### src/rtl/base_rrarb_lock.sv
// Round-robin arbiter with packet lock.
// Grants the first requester at or after ptr, or the locked way while a packet
// is in flight. Releases the lock and advances ptr past the winner on the
// end-of-packet handshake.
module base_rrarb_lock #(
  parameter  int ways      = 4,
  localparam int sel_width = (ways > 1) ? $clog2(ways) : 1
) (
  input  logic                 clk,
  input  logic                 reset,
  input  logic [ways-1:0]      req,
  input  logic                 eop,
  input  logic                 act,
  output logic [sel_width-1:0] gnt
);

  localparam logic [sel_width-1:0] last_way = sel_width'(ways - 1);

  logic [sel_width-1:0] ptr;
  logic [sel_width-1:0] lock_way;
  logic                 lock;
  logic [sel_width-1:0] search_gnt;
  int                   idx;

  // Rotating priority search starting at ptr; lower offsets override higher ones.
  always_comb begin
    // NOTE: every signal gets a default before any conditional assignment, so no latch is inferred.
    search_gnt = ptr;
    idx        = 0;
    for (int i = ways - 1; i >= 0; i--) begin
      idx = int'(ptr) + i;
      if (idx >= ways) idx = idx - ways;
      if (req[idx]) search_gnt = sel_width'(idx);
    end
    gnt = lock ? lock_way : search_gnt;
  end

  // Lock and pointer update on each accepted beat.
  always_ff @(posedge clk or posedge reset) begin
    if (reset) begin
      ptr      <= '0;
      lock     <= 1'b0;
      lock_way <= '0;
    end else if (act) begin
      // NOTE: non-blocking assignments keep every register updated from pre-edge values.
      if (eop) begin
        lock <= 1'b0;
        ptr  <= (gnt == last_way) ? '0 : gnt + 1'b1;
      end else begin
        lock     <= 1'b1;
        lock_way <= gnt;
      end
    end
  end

endmodule

### src/rtl/base_arealign_rrmux.sv
// Round-robin arbiter/multiplexer for split-timing streams.
// The adv field is muxed by the live grant; the del field, which arrives one
// cycle after its handshake, is muxed by the grant registered at that handshake.
module base_arealign_rrmux #(
  parameter  int ways      = 4,
  parameter  int adv_width = 1,
  parameter  int del_width = 1,
  localparam int sel_width = (ways > 1) ? $clog2(ways) : 1
) (
  input  logic                      clk,
  input  logic                      reset,
  input  logic [ways-1:0]           i_v,
  input  logic [ways-1:0]           i_e,
  input  logic [ways*adv_width-1:0] i_d_adv,
  input  logic [ways*del_width-1:0] i_d_del,
  output logic [ways-1:0]           i_r,
  output logic                      o_v,
  output logic                      o_e,
  output logic [adv_width-1:0]      o_d_adv,
  output logic [del_width-1:0]      o_d_del,
  output logic [sel_width-1:0]      o_sel,
  input  logic                      o_r
);

  logic [sel_width-1:0] gnt;
  logic [sel_width-1:0] del_sel;
  logic                 act;

  assign act   = o_v & o_r;
  assign o_sel = gnt;

  base_rrarb_lock #(.ways(ways)) u_arb (
    .clk   (clk),
    .reset (reset),
    .req   (i_v),
    .eop   (o_e),
    .act   (act),
    .gnt   (gnt)
  );

  // Adv-path mux and per-way ready; o_v never looks at o_r.
  always_comb begin
    o_v     = i_v[0];
    o_e     = i_e[0];
    o_d_adv = i_d_adv[0 +: adv_width];
    i_r     = '0;
    for (int k = 0; k < ways; k++) begin
      if (gnt == sel_width'(k)) begin
        o_v     = i_v[k];
        o_e     = i_e[k];
        o_d_adv = i_d_adv[k*adv_width +: adv_width];
        i_r[k]  = o_r & i_v[k];
      end
    end
  end

  // Del-path mux driven by the grant captured at the previous handshake.
  always_comb begin
    o_d_del = i_d_del[0 +: del_width];
    for (int k = 0; k < ways; k++) begin
      if (del_sel == sel_width'(k)) o_d_del = i_d_del[k*del_width +: del_width];
    end
  end

  // Remember which way handshook so its del data is selected next cycle.
  always_ff @(posedge clk or posedge reset) begin
    if (reset)    del_sel <= '0;
    else if (act) del_sel <= gnt;
  end

endmodule

### config.mk
export PLATFORM = sky130hd
export DESIGN_NAME = base_arealign_rrmux
export DESIGN_NICKNAME = d
export VERILOG_FILES = /design/src/rtl/base_rrarb_lock.sv /design/src/rtl/base_arealign_rrmux.sv
export SDC_FILE = /design/constraint.sdc
export NUM_CORES = 1
export LEC_CHECK = 0
export CAP_MARGIN = 20
export CORE_ASPECT_RATIO = 1.5
export CORE_MARGIN = 4
export CORE_UTILIZATION = 25
export CTS_CLUSTER_SIZE = 14
export DETAILED_ROUTE_END_ITERATION = 16
export PLACE_DENSITY = 0.59
export SLEW_MARGIN = 10
export SYNTH_ARGS = -nofsm -noshare
export SYNTH_HDL_FRONTEND = slang
export SYNTH_SLANG_ARGS = --single-unit
### constraint.sdc
create_clock -name clk -period 3.6 [get_ports clk]
set_input_delay 0.72 -clock clk [delete_from_list [all_inputs] [get_ports clk]]
set_output_delay 0.72 -clock clk [all_outputs]
set_load 0.05 [all_outputs]
# Word level (Yosys, flattened, before mapping)

Index checks and enable logic that the tools add are counted.

Magnitude comparators: 8
Div/mod/pow operators: 0
Add/sub/neg operators: 8
Eq/ne operators: 6
$mul: 0
Bitwise logic cells: 6
Shift operators: 0
Reductions and logical operators: 3
Multiplexer cells: 39

Operators by type and width:

| cell                                                                          | number |
|---|---|
| 32-bit by 4-bit less-than comparator with 1-bit output, second input constant | 4 |
| 32-bit two-way mux                                                            | 4 |
| 32-bit by 4-bit >= comparator with 1-bit output, second input constant        | 3 |
| 32-bit by 4-bit subtractor with 32-bit output, second input constant          | 3 |
| 1-bit two-way mux                                                             | 25 |
| 2-bit two-way mux                                                             | 6 |
| 1-bit binary-select mux with 2-bit select                                     | 4 |
| 2-bit equality test, second input constant                                    | 4 |
| 2-bit by 2-bit adder with 3-bit output, second input constant                 | 2 |
| 1-bit AND                                                                     | 5 |
| 2-bit by 1-bit equality test with 1-bit output, second input constant         | 2 |
| 2-bit AND reduction                                                           | 2 |
| 2-bit by 3-bit subtractor with 4-bit output, second input constant            | 1 |
| 2-bit by 1-bit adder with 3-bit output, second input constant                 | 1 |
| 2-bit by 3-bit >= comparator with 1-bit output, second input constant         | 1 |
| 2-bit by 1-bit adder with 2-bit output, second input constant                 | 1 |
| 2-bit zero test                                                               | 1 |
| 1-bit inverter                                                                | 1 |

Register bits after elaboration: 7
Output and inout port bits: 10
Bits in read-only memories: 0
RAM bits: 0
Memories kept: 0
Word-level logic and storage cells: 74
Latch bits: 0

# Logic depth before layout (Yosys ltp)

Gate-level depths: netlist (run 1).

Depth in word-level cells: 17
Gate-level depth with buffers: 11
Depth with buffers taken out: 11

# Cells and area by module

A second synthesis (run 1) with hierarchy kept.

Cell total of the unflattened synthesis: 64
Area total of the unflattened synthesis: 610.6 sq um

Modules (own cells, without submodules):

| module              | area each (sq um) | instances | cells each | seq. area each (sq um) |
|---|---|---|---|---|
| base_rrarb_lock     | 345.3             | 1         | 41         | 125.1 |
| base_arealign_rrmux | 265.3             | 1         | 23         | 50.0 |

# Least setup slack after synthesis (run 1)

OpenSTA, ideal clock, no wires.

Path type: input-to-output
Start: in i_v[0]
End: out o_d_adv
Stages: 9
Buffers on the path: 0
Data required time: 2880 ps
Path slack: -1329 ps
Arrival: 4209 ps
Path through: nor2_1 > a221oi_1 > o31ai_1 > inv_1 > ha_1 > mux2i_1 > nor2_1 > a21oi_1 > o21ai_0

Word-level cells in the longest chain between the ends: 12

RTL lines:

| element                                               | line                      | source |
|---|---|---|
| from (decl)                                           | base_arealign_rrmux.sv:12 | `input logic [ways-1:0] i_v,` |
| 1-bit binary-select mux with 2-bit select             | base_rrarb_lock.sv:33     | `if (req[idx]) search_gnt = sel_width'(idx);` |
| 1-bit two-way mux (not written as such) (2 in series) | base_rrarb_lock.sv:33     |  |
| 2-bit two-way mux (3 in series)                       | base_rrarb_lock.sv:33     |  |
| 2-bit two-way mux *                                   | base_rrarb_lock.sv:33     |  |
| 2-bit two-way mux *                                   | base_rrarb_lock.sv:35     | `gnt = lock ? lock_way : search_gnt;` |
| net o_sel[1]                                          | base_arealign_rrmux.sv:21 | `output logic [sel_width-1:0] o_sel,` |
| 2-bit by 1-bit equality test with 1-bit output        | base_arealign_rrmux.sv:48 | `if (gnt == sel_width'(k)) begin` |
| 1-bit two-way mux (2 in series)                       | base_arealign_rrmux.sv:48 |  |
| 1-bit two-way mux *                                   | base_arealign_rrmux.sv:48 |  |
| to (decl)                                             | base_arealign_rrmux.sv:19 | `output logic [adv_width-1:0] o_d_adv,` |

The timed path passes the listed nets; every way through them passes the cells marked *. The select of a mux whose other input is x is not followed.

# Worst setup path in the final report (run 1)

Start: in i_v[1]
End: out o_v

Word-level cells in the longest chain between the ends: 12

RTL lines:

| element                                               | line                      | source |
|---|---|---|
| 1-bit binary-select mux with 2-bit select             | base_rrarb_lock.sv:33     |  |
| 1-bit two-way mux (not written as such) (2 in series) | base_rrarb_lock.sv:33     |  |
| 2-bit two-way mux (4 in series)                       | base_rrarb_lock.sv:33     |  |
| 2-bit two-way mux                                     | base_rrarb_lock.sv:35     |  |
| 2-bit by 1-bit equality test with 1-bit output        | base_arealign_rrmux.sv:48 |  |
| 1-bit two-way mux (2 in series)                       | base_arealign_rrmux.sv:48 |  |
| 1-bit two-way mux *                                   | base_arealign_rrmux.sv:48 |  |
| to (decl)                                             | base_arealign_rrmux.sv:17 | `output logic o_v,` |

Mark *: on every way between the ends. The rest lies on a longest branch, timed or not. The select of a mux whose other input is x is not followed.

==> out/results.tsv, run 1 <==
stage	metric	value	unit
worst_setup_path	cell family with most CP delay	buffers and inverters	
clock_network	Reg clk slew, reported paths	50	ps
sta	final worst slack	141	ps
routing	DR WL/cell	13.0	um
grt	largest net degree at the start of global routing	8	
yosys	number of synthesized register bits	7	
grt	most used routing layer	met2	
grt	first-pass GRT wire length	2820	um
sta	min Tclk post-route	3460	ps
grt	met2 Usage GRT	0.191	
layout	ANT cells	0	
floorplanning	Die H	68.7	um
worst_setup_path	crit path cell chain	clkdlybuf4s50_1 -> buf_4 -> a211oi_2 -> a21oi_1 -> a22o_2 -> ha_4 -> mux2_4 -> o211ai_2 -> nand2_1 -> buf_4	
layout	Finished Layout Cells	127	
grt	total gr overflow	0	
floorplanning	Site Rows	21	
clock_network	H-tree Lvls	1	
floorplanning	core area	2290	um^2
clock_network	CTS hold repair buffers	0	
min_path	Hold EP	u_arb.lock_way[1]	
layout	final core occ	0.497	
routing	final WL	1650	um
min_path	Min-Delay Path Class	flop to flop	
clock_network	CTS Root Cell	clkbuf_4	
worst_setup_path	CP max FO	5	
yosys	Yosys cell types	27	
sta	Worst Tran Pin Value	490	ps
power	Power per Cell Area	1040	nW/um^2
layout	Layout area overhead	84.9	%
yosys	synthesized area per cell	10.1	um^2
job	max_cap viols	0	
sta	Setup Skew	3.16	ps
worst_setup_path	worst reg2reg path depth	11	
routing	remaining routing DRC violations	0	
sta	final setup violation count	0	
worst_setup_path	CP max-delay cell	clkdlybuf4s50_1	
yosys	area share of xor/xnor cells in the synthesized design	0	
worst_setup_path	Worst Path Arrival	2740	ps
yosys	post-synthesis cell area	614	um^2
sta	RSZ-0062 raised after global routing	no	
sta	WHS	519	ps
yosys	Post-Synthesis Cells	61	
clock_network	Clock Tree Buf Depth	2	
yosys	syn nets	84	
placed_design	routability cong.	0.754	
yosys	post-synthesis mux area share	0.238	
worst_setup_path	critical path startpoint category	input port	
min_path	worst hold path stage count	1	
worst_setup_path	crit path kind	input port to output port	
yosys	number of synthesized flops with an enable pin	0	
worst_setup_path	Worst R2R Start	u_arb.ptr[1]	
placed_design	PortBufs	28	
clock_network	TritonCTS Buffers	3	
yosys	sequential fraction of the synthesis area	0.285	
grt	met1 usage	0.112	
routing	initial drt markers	3	
yosys	ys async rst share	1.00	
routing	Initial DRT Pass Iterations	4	
floorplanning	I/O Pins	29	
placed_design	DP HPWL	1320	um
routing	vias per cell	4.93	
layout	share of layout cells above drive strength 1	0.433	
power	Tot Pwr	1.18	mW
sta	Max Slew Vio Count	0	
yosys	YS warnings	0	
sta	FMAX	289	MHz
floorplanning	die width	48.5	um
worst_setup_path	CP bufs+invs	3	
worst_setup_path	crit path capture type	output port	
worst_setup_path	CP peak stage delay	420	ps
grt	vias in the first global route	676	
clock_network	worst skew pair latency	260	ps
worst_setup_path	Critical R2R Capture	u_arb.lock_way[1]	
sta	setup_tns	0	ps
sta	Max-Slew Margin vs Limit	0.672	
sta	Final Cycle Share	0.961	
floorplanning	Die ar.	3330	um^2
yosys	Synth Area in Simple Gates	0.165	
yosys	Compound-Gate Fraction of Synth Area	0.193	
yosys	largest family of logic cells by synthesized area	multiplexers	
placed_design	placed cell area	1080	um^2
power	Lkg Pwr	0.529	nW
grt	GRT Total Usage	0.105	
floorplanning	starting density of the core	0.269	
worst_setup_path	Crit path top cell by count	buf_4	
yosys	Post-Synth Adder-Cell Area	0.0815	
worst_setup_path	worst reg2reg setup slack	930	ps
routing	DRT antenna net count	0	
status	outcome	finished, final reports clean	
placed_design	cell total after placement	123	
clock_network	clk sinks	7	
layout	design area	1140	um^2
min_path	HP Start	u_arb.lock_way[1]	
routing	DR vias	626	
grt	initial antenna violation count	0	
sta	Final Hold Vio Count	0	
worst_setup_path	CP required	2880	ps
clock_network	CTS tree	done	
grt	met3 Usage GRT	0.0237	
placed_design	worst slack at placement	-74.7	ps
power	Worst IR Drop VDD	0.583	mV
yosys	Synth Flop Type	dfrtp_1	
layout	nets	128	
[registers in the layout (all words and copies together), names as in the netlist]
name and cells:
del_sel 2, u_arb.lock_way 2, u_arb.ptr 2, u_arb.lock 1
[placed cells by master, fill, tap and decap left out, types with 2 or more instances in the layout]
master	count
a21oi_1	4
and3_1	3
buf_12	6
buf_4	14
clkbuf_4	3
clkdlybuf4s50_1	16
dfrtp_1	7
dlymetal6s2s_1	2
ha_2	2
inv_1	6
mux2_2	2
mux2_4	4
mux2i_1	3
nand2_1	6
nand2b_1	2
nor2_1	4
o21ai_2	2
[area by class of cell]
type / count / area [um^2]
clock buffer: 4 / 26.3
inverter: 6 / 22.5
sequential: 7 / 175
fill: 213 / 1150
tap: 23 / 28.8
multi-input combinational: 48 / 464
timing repair buffer: 39 / 419
[Yosys cell counts, types with 2 or more instances]
cell type | number | area [um^2]
a21oi_1 | 4 | 20.0
and3_1 | 3 | 18.8
dfrtp_1 | 7 | 175
ha_1 | 4 | 50.1
inv_1 | 6 | 22.5
mux2_2 | 2 | 22.5
mux2_4 | 4 | 60.1
mux2i_1 | 3 | 30.0
nand2_1 | 6 | 22.5
nand2b_1 | 2 | 12.5
nor2_1 | 4 | 15.0
[how the worst max path moves through the flow]
stage / from / endpoint / slack, ps / cells after the start
5_1_grt: i_v[1] / o_v / 9 / 11
4_1_cts: i_v[0] / o_v / 20 / 10
6_report: i_v[1] / o_v / 140 / 10
2_1_floorplan: i_v[0] / o_e / 130 / 8
3_3_place_gp: i_v[2] / o_v / -20 / 10
3_5_place_dp: i_v[2] / o_v / -70 / 10
[layer usage]
layer / up-vias / share of wire
li1: 306 / -
met1: 293 / 0.38
met2: 23 / 0.54
met3: 4 / 0.058
met4: 0 / 0.020
met5: - / 0
[what timing repair did]
action / CTS / global route
setup buffers: 0 / 0
gates resized for setup: 3 / 7
setup endpoints to repair: 3 / 5
endpoints found under the hold margin: 0 / 0
pin swaps: 0 / 2
[power breakdown]
group          switching, mW  total, mW  internal, mW  leakage (nW)
Sequential            0.0392      0.159         0.120        0.0841
Clock                 0.0310     0.0734        0.0424        0.0150
Combinational          0.488      0.947         0.459         0.430
Total                  0.558       1.18         0.621         0.529
[cells by family (layout without fill, tap and decap cells)]
logic type / Yosys count / after routing
AND/OR/NAND/NOR: 18 / 18
AO/OA/AOI/OAI: 15 / 15
multiplexers: 11 / 11
flip-flops: 7 / 7
buffers and inverters: 6 / 49
adder cells (fa/ha/maj): 4 / 4
Power figures use the tool's default switching activity.
==> run 2: changes to the inputs <==
Settings changed: HOLD_SLACK_MARGIN set to 0.08.
==> results of run 2 <==
Final layout, timing and power as in run 1 (identical DEF).
